$ cat config.mk
export PLATFORM = sky130hd
export DESIGN_NAME = pad_arb_flat
export DESIGN_NICKNAME = d
export VERILOG_FILES = /design/src/rtl/pad_arb_if.sv /design/src/rtl/pad_arb.sv /design/src/flat_wrapper.sv
export SDC_FILE = /design/constraint.sdc
export NUM_CORES = 1
export LEC_CHECK = 0
export CELL_PAD_IN_SITES_DETAIL_PLACEMENT = 0
export CELL_PAD_IN_SITES_GLOBAL_PLACEMENT = 1
export CORE_UTILIZATION = 37
export DETAILED_ROUTE_END_ITERATION = 8
export PLACE_DENSITY_LB_ADDON = 0.1
export SETUP_SLACK_MARGIN = 0.3
export SKIP_LAST_GASP = 1
export SYNTH_ARGS = -nofsm -noshare
export SYNTH_HDL_FRONTEND = slang
export SYNTH_SLANG_ARGS = --single-unit
export TNS_END_PERCENT = 5
$ cat constraint.sdc
create_clock -name clk -period 3.3 [get_ports clk]
set_clock_uncertainty 0.05 [all_clocks]
set_input_delay 0.99 -clock clk [delete_from_list [all_inputs] [get_ports clk]]
set_output_delay 0.99 -clock clk [all_outputs]
set_load 0.005 [all_outputs]
$ cat src/rtl/pad_arb_if.sv
// pad_arb_if: command / response bundle between the requesters and pad_arb.
//   cmd_valid[1:0]  requester command valid (bit n = requester n)
//   cmd_ready[1:0]  per-requester accept from the arbiter
//   cmd_wr[1:0]     1 = drive the pad, 0 = sample the pad
//   cmd_bit[1:0]    bit to drive on a write
//   cmd_pull[3:0]   read pull, [2n+1:2n]; 10 = down, 11 = up, 00 = none
//   idle_pull[1:0]  pull applied while the pad is idle
//   rsp_valid       response available
//   rsp_ready       response consumer accept
//   rsp_id          requester the response belongs to
//   rsp_data        sampled pad value (reads), 0 for writes
// slave = arbiter side, master = requester/consumer side.
interface pad_arb_if;
    logic [1:0] cmd_valid;
    logic [1:0] cmd_ready;
    logic [1:0] cmd_wr;
    logic [1:0] cmd_bit;
    logic [3:0] cmd_pull;
    logic [1:0] idle_pull;
    logic       rsp_valid;
    logic       rsp_ready;
    logic       rsp_id;
    logic       rsp_data;

    modport slave (
        input  cmd_valid, cmd_wr, cmd_bit, cmd_pull, idle_pull, rsp_ready,
        output cmd_ready, rsp_valid, rsp_id, rsp_data
    );

    modport master (
        output cmd_valid, cmd_wr, cmd_bit, cmd_pull, idle_pull, rsp_ready,
        input  cmd_ready, rsp_valid, rsp_id, rsp_data
    );
endinterface

$ cat src/rtl/pad_arb.sv
// pad_arb: two-requester round-robin arbiter for a single bidirectional pad.
// A write drives the pad for HOLD_CYC cycles then releases it for TURN_CYC
// cycles; a read holds the pad in input mode with the requested pull for
// SAMPLE_CYC cycles and captures the synchronized pad value. Every command
// ends with one response on the rsp_* handshake.
// Ports:
//   clk       clock, rising edge
//   rst       synchronous active-high reset
//   bus       pad_arb_if.slave command / response bundle
//   pad_din   data to the pad
//   pad_oen   0 = pad drives pad_din, 1 = input / high-Z
//   pad_pull  pad pull select
//   pad_dout  pad input value (asynchronous to clk)
module pad_arb #(
    parameter int HOLD_CYC   = 4,
    parameter int TURN_CYC   = 1,
    parameter int SAMPLE_CYC = 3
) (
    input  logic         clk,
    input  logic         rst,
    pad_arb_if.slave     bus,
    output logic         pad_din,
    output logic         pad_oen,
    output logic [1:0]   pad_pull,
    input  logic         pad_dout
);

    typedef enum logic [2:0] {IDLE, DRIVE, TURN, SAMPLE, RESP} state_t;

    state_t     state_q, state_d;
    logic [7:0] cnt_q, cnt_d;
    logic       ptr_q, ptr_d;
    logic       id_q, id_d;
    logic       bit_q, bit_d;
    logic [1:0] pull_q, pull_d;
    logic       sync1_q, sync2_q;
    logic       rsp_valid_q, rsp_valid_d;
    logic       rsp_data_q, rsp_data_d;
    logic       pad_din_q, pad_din_d;
    logic       pad_oen_q, pad_oen_d;
    logic [1:0] pad_pull_q, pad_pull_d;

    logic       gnt;
    logic [1:0] ready;
    logic       accept;
    logic [1:0] sel_pull;

    // Arbitration: a lone requester wins, a tie goes to the pointer.
    always_comb begin
        gnt   = ptr_q;
        ready = 2'b00;
        case (bus.cmd_valid)
            2'b01:   gnt = 1'b0;
            2'b10:   gnt = 1'b1;
            default: gnt = ptr_q;
        endcase
        if (state_q == IDLE && bus.cmd_valid != 2'b00) begin
            ready = gnt ? 2'b10 : 2'b01;
        end
    end

    assign accept   = (bus.cmd_valid & ready) != 2'b00;
    assign sel_pull = gnt ? bus.cmd_pull[3:2] : bus.cmd_pull[1:0];

    // Next state, command latch and response capture.
    always_comb begin
        state_d    = state_q;
        cnt_d      = cnt_q + 8'd1;
        ptr_d      = ptr_q;
        id_d       = id_q;
        bit_d      = bit_q;
        pull_d     = pull_q;
        rsp_data_d = rsp_data_q;
        case (state_q)
            IDLE: begin
                cnt_d = 8'd0;
                if (accept) begin
                    id_d    = gnt;
                    bit_d   = bus.cmd_bit[gnt];
                    // 01 is not a valid pull code and behaves as "none".
                    pull_d  = (sel_pull == 2'b01) ? 2'b00 : sel_pull;
                    ptr_d   = ~gnt;
                    state_d = bus.cmd_wr[gnt] ? DRIVE : SAMPLE;
                end
            end
            DRIVE: begin
                if (cnt_q == 8'(HOLD_CYC - 1)) begin
                    state_d = TURN;
                    cnt_d   = 8'd0;
                end
            end
            TURN: begin
                if (cnt_q == 8'(TURN_CYC - 1)) begin
                    state_d    = RESP;
                    rsp_data_d = 1'b0;
                    cnt_d      = 8'd0;
                end
            end
            SAMPLE: begin
                if (cnt_q == 8'(SAMPLE_CYC - 1)) begin
                    state_d    = RESP;
                    rsp_data_d = sync2_q;
                    cnt_d      = 8'd0;
                end
            end
            RESP: begin
                cnt_d = 8'd0;
                if (rsp_valid_q && bus.rsp_ready) begin
                    state_d = IDLE;
                end
            end
            default: state_d = IDLE;
        endcase
    end

    // rsp_valid rises one cycle after entering RESP and drops on the
    // handshake edge, so it never lingers once the FSM is back in IDLE.
    assign rsp_valid_d = (state_q == RESP) && !(rsp_valid_q && bus.rsp_ready);

    // Pad outputs are decoded from the next state and registered, so the
    // pad pins line up exactly with the state they belong to.
    always_comb begin
        pad_oen_d  = 1'b1;
        pad_din_d  = 1'b0;
        pad_pull_d = 2'b00;
        case (state_d)
            DRIVE: begin
                pad_oen_d = 1'b0;
                pad_din_d = bit_d;
            end
            SAMPLE:    pad_pull_d = pull_d;
            IDLE, RESP: pad_pull_d = bus.idle_pull;
            default:   pad_pull_d = 2'b00;
        endcase
    end

    // ---- register stage: control, synchronizer and pad pins ----
    always_ff @(posedge clk) begin
        if (rst) begin
            state_q     <= IDLE;
            cnt_q       <= 8'd0;
            ptr_q       <= 1'b0;
            id_q        <= 1'b0;
            rsp_valid_q <= 1'b0;
            rsp_data_q  <= 1'b0;
            sync1_q     <= 1'b0;
            sync2_q     <= 1'b0;
            pad_oen_q   <= 1'b1;
            pad_din_q   <= 1'b0;
            pad_pull_q  <= 2'b00;
        end else begin
            state_q     <= state_d;
            cnt_q       <= cnt_d;
            ptr_q       <= ptr_d;
            id_q        <= id_d;
            rsp_valid_q <= rsp_valid_d;
            rsp_data_q  <= rsp_data_d;
            sync1_q     <= pad_dout;
            sync2_q     <= sync1_q;
            pad_oen_q   <= pad_oen_d;
            pad_din_q   <= pad_din_d;
            pad_pull_q  <= pad_pull_d;
        end
    end

    // Latched command payload only matters while a command is in flight.
    always_ff @(posedge clk) begin
        bit_q  <= bit_d;
        pull_q <= pull_d;
    end

    assign bus.cmd_ready = ready;
    assign bus.rsp_valid = rsp_valid_q;
    assign bus.rsp_id    = id_q;
    assign bus.rsp_data  = rsp_data_q;
    assign pad_oen       = pad_oen_q;
    assign pad_din       = pad_din_q;
    assign pad_pull      = pad_pull_q;

endmodule

$ cat src/flat_wrapper.sv
// flat-port wrapper written by rule: the top's interface ports become plain ports
module pad_arb_flat 
#(
    parameter int HOLD_CYC   = 4,
    parameter int TURN_CYC   = 1,
    parameter int SAMPLE_CYC = 3
)
  (clk, rst, pad_din, pad_oen, pad_pull, pad_dout, bus_cmd_valid, bus_cmd_wr, bus_cmd_bit, bus_cmd_pull, bus_idle_pull, bus_rsp_ready, bus_cmd_ready, bus_rsp_valid, bus_rsp_id, bus_rsp_data);
  pad_arb_if bus_i ();
  input  logic clk;
  input  logic rst;
  output logic pad_din;
  output logic pad_oen;
  output logic [1:0] pad_pull;
  input  logic pad_dout;
  input wire logic [$bits(bus_i.cmd_valid)-1:0] bus_cmd_valid;
  input wire logic [$bits(bus_i.cmd_wr)-1:0] bus_cmd_wr;
  input wire logic [$bits(bus_i.cmd_bit)-1:0] bus_cmd_bit;
  input wire logic [$bits(bus_i.cmd_pull)-1:0] bus_cmd_pull;
  input wire logic [$bits(bus_i.idle_pull)-1:0] bus_idle_pull;
  input wire logic [$bits(bus_i.rsp_ready)-1:0] bus_rsp_ready;
  output wire logic [$bits(bus_i.cmd_ready)-1:0] bus_cmd_ready;
  output wire logic [$bits(bus_i.rsp_valid)-1:0] bus_rsp_valid;
  output wire logic [$bits(bus_i.rsp_id)-1:0] bus_rsp_id;
  output wire logic [$bits(bus_i.rsp_data)-1:0] bus_rsp_data;
  assign bus_i.cmd_valid = bus_cmd_valid;
  assign bus_i.cmd_wr = bus_cmd_wr;
  assign bus_i.cmd_bit = bus_cmd_bit;
  assign bus_i.cmd_pull = bus_cmd_pull;
  assign bus_i.idle_pull = bus_idle_pull;
  assign bus_i.rsp_ready = bus_rsp_ready;
  assign bus_cmd_ready = bus_i.cmd_ready;
  assign bus_rsp_valid = bus_i.rsp_valid;
  assign bus_rsp_id = bus_i.rsp_id;
  assign bus_rsp_data = bus_i.rsp_data;
  pad_arb #(.HOLD_CYC(HOLD_CYC), .TURN_CYC(TURN_CYC), .SAMPLE_CYC(SAMPLE_CYC)) u_core (.clk(clk), .rst(rst), .bus(bus_i), .pad_din(pad_din), .pad_oen(pad_oen), .pad_pull(pad_pull), .pad_dout(pad_dout));
endmodule
==> flow_metrics.env <==
export IMPL_p_per_area_nw_per_um2=447
export IMPL_worstPathArrival_ps=2000
export IMPL_cts_clk_slew_worst_paths_ps=130
export IMPL_worstSetupEndpointType="output port"
export IMPL_drive_gt1_share_pct=25.3
export IMPL_grt_use_total_pct=16.5
export IMPL_htreeDepth=1
export IMPL_drc_errors=5
export IMPL_synthesis_nets=148
export IMPL_synthArstFlopShare_pct=0
export IMPL_portBuffers=24
export IMPL_finalHoldViolations=0
export IMPL_synth_seq_cells=24
export IMPL_met1_usage_pct=20.1
export IMPL_clockPowerShare_pct=28.6
export IMPL_core_area_sq_um=2850
export IMPL_worst_setup_path_type="input port to output port"
export IMPL_antenna_found_initial=0
export IMPL_max_slew_margin_rel_pct=33.2
export IMPL_via_count=1024
export IMPL_synth_avg_cell_area_sq_um=9.11
export IMPL_crit_fanout=2
export IMPL_p_sw_share_pct=24.8
export IMPL_start_util_pct=40.6
export IMPL_yosysTopAreaCellShare_pct=41.5
export IMPL_p_sw_w=0.000182
export IMPL_rr_worst_depth=5
export IMPL_power_frac_seq_pct=46.0
export IMPL_postRouteAntennaNets=0
export IMPL_vias_per_cell=5.20
export IMPL_die_w_um=57.9
export IMPL_period_share_pct=92.1
export IMPL_area_growth_pct=41.7
export IMPL_synth_cells=127
export IMPL_status="complete, but fails checks"
export IMPL_post_route_worst_setup_slack_ps=260
export IMPL_synth_top_area_cell="dfxtp_1"
export IMPL_antenna_cells=0
export IMPL_grt_pass1_wl_um=4240
export IMPL_post_dp_hpwl_um=1890
export IMPL_dp_slack_ps=-736
export IMPL_tritoncts="done"
export IMPL_place_area_sq_um=1510
export IMPL_crit_required_ps=2260
export IMPL_tightest_slew_ps=994
export IMPL_rows=19
export IMPL_synth_area_leaders="dfxtp_1 (42%), nor2_1 (5.5%), ha_1 (5.4%)"
export IMPL_final_common_cell="dfxtp_1"
export IMPL_grtUsageMet2_pct=29.6
export IMPL_worstSkewPairLatency_ps=310
export IMPL_violations="design-rule violations"
export IMPL_fp_dieArea_sq_um=3360
export IMPL_gp_congestion=0.747
export IMPL_hold_depth=1
export IMPL_yosysSeqAreaShare_pct=41.5
export IMPL_cts_made_buffers=3
export IMPL_cp_start_kind="input port"
export IMPL_p_int_w=0.000551
export IMPL_hold_class="flop to flop"
export IMPL_synth_edff_count=0
export IMPL_fin_area_sq_um=1640
export IMPL_worst_ir_drop_vdd_mv=0.255
export IMPL_cap_viol_max_count=0
export IMPL_routedWlPerCell_um=13.2
export IMPL_gr_usage_met3_pct=2.68
export IMPL_syn_area_sq_um=1160
export IMPL_final_nets=188
export IMPL_final_cell_mix="dfxtp_1 (24), clkdlybuf4s50_1 (20), nor2_1 (16)"
export IMPL_drv_slew=0
export IMPL_firstDrtPassIters=6
export IMPL_leakage_nw=0.663
export IMPL_cts_hold_buffers=0
export IMPL_clock_sinks=24
export IMPL_yosys_most_used_dff="dfxtp_1"
export IMPL_wirelength_um=2600
export IMPL_clockBufferDepth=2
export IMPL_synth_yosys_warnings=0
export IMPL_overflow=0
export IMPL_period_minus_slack_ps=3040
export IMPL_setup_viol=0
export IMPL_synth_distinct_cells=35
export IMPL_rsz0062_at_grt="true"
export IMPL_drt_iter0_markers=40
export IMPL_fmax_mhz=329
export IMPL_cts_root_buf="clkbuf_4"
export IMPL_die_h_um=57.9
export IMPL_grt_pass1_vias=951
export IMPL_pin_count=25
export IMPL_grt_start_max_net_pins=15
export IMPL_comb_power_share_pct=25.3
export IMPL_top_usage_layer="met2"
==> power groups by stage <==
stage               logic [W]  registers [W]  clock network (W)
floorplan           0.0000852       0.000334                  0
global placement     0.000164       0.000340                  0
detailed placement   0.000166       0.000341                  0
CTS                  0.000186       0.000337           0.000215
global route         0.000204       0.000340           0.000228
finish               0.000186       0.000337           0.000210
==> area by class of cell <==
cell class	count	area [sq um]
multi-input cells	95	696
flip-flops and latches	24	480
repair buffers	38	349
inverters	5	23.8
clock inverters	1	30.0
clock buffers	3	22.5
well taps	31	38.8
fillers	268	1210
==> stage by stage <==
stage          cells  power [W]  utilization [%]  hold slack (ps)  setup TNS (ps)
4_1_cts          197   0.000738             57.5              411               0
3_5_place_dp     190   0.000507             52.8              387           -1320
6_report         197   0.000733             57.5              413               0
2_1_floorplan    127   0.000419                -              364               0
3_3_place_gp     190   0.000504             52.8              367           -1250
5_1_grt          197   0.000771             57.5              435               0
==> path summary, 6_finish.rpt <==
path,startpoint,endpoint,slack (ps)
min reg2reg,u_core.sync1_q$_SDFF_PP0_,u_core.sync2_q$_SDFF_PP0_,410
max,bus_cmd_valid[1],bus_cmd_ready[1],260
max reg2reg,u_core.cnt_q[1]$_SDFF_PP0_,u_core.cnt_q[4]$_SDFF_PP0_,1150
min,u_core.sync1_q$_SDFF_PP0_,u_core.sync2_q$_SDFF_PP0_,410
==> cell usage after synthesis (3+ instances only) <==
cell / n
mux2i_1: 4
ha_1: 5
nand2_1: 9
nand3b_1: 3
inv_1: 5
mux2_2: 3
dfxtp_1: 24
nand3_1: 10
and3_1: 4
nor2_1: 17
xor2_1: 5
a21oi_1: 3
o21ai_0: 3
nor2b_1: 4
==> worst max-delay path, cell delays in order <==
cell and delay (ps):
buf_8 80, inv_4 30, ha_4 160, or4_4 530, nor2_4 100, buf_2 110
==> routing by layer <==
| metal | part of all wire [%] | wire length [um] |
|---|---|---|
| met1 | 46 | 1200 |
| met2 | 49 | 1270 |
| met3 | 4.5 | 116 |
| met4 | 0.65 | 17 |
| met5 | 0 | 0 |
==> flip-flops by register name, summed over array words and instances, names as in the netlist <==
signal	flops
u_core.bit_q	1
u_core.bus.rsp_data	1
u_core.bus.rsp_id	1
u_core.bus.rsp_valid	1
u_core.cnt_q	8
u_core.pad_din	1
u_core.pad_oen	1
u_core.pad_pull	2
u_core.ptr_q	1
u_core.pull_q	2
u_core.state_q	3
u_core.sync1_q	1
u_core.sync2_q	1
==> timing repair <==
item,in CTS,in global routing
setup endpoints to repair,2,2
pin swaps,3,0
buffers inserted,3,0
gates cloned,0,0
resized for setup,29,0
==> cell families (layout without fill, tap and decap cells) <==
| logic type | count (synthesis) | in the layout | synth area share, % |
|---|---|---|---|
| compound gates | 17 | 17 | 10.8 |
| buf+inv | 8 | 47 | 2.70 |
| mux | 7 | 7 | 6.38 |
| flops | 24 | 24 | 41.5 |
| fa+ha+maj | 5 | 5 | 5.41 |
| simple gates | 60 | 60 | 28.6 |
| xor+xnor | 6 | 6 | 4.54 |
No activity file was read; power rests on OpenSTA's default activity.
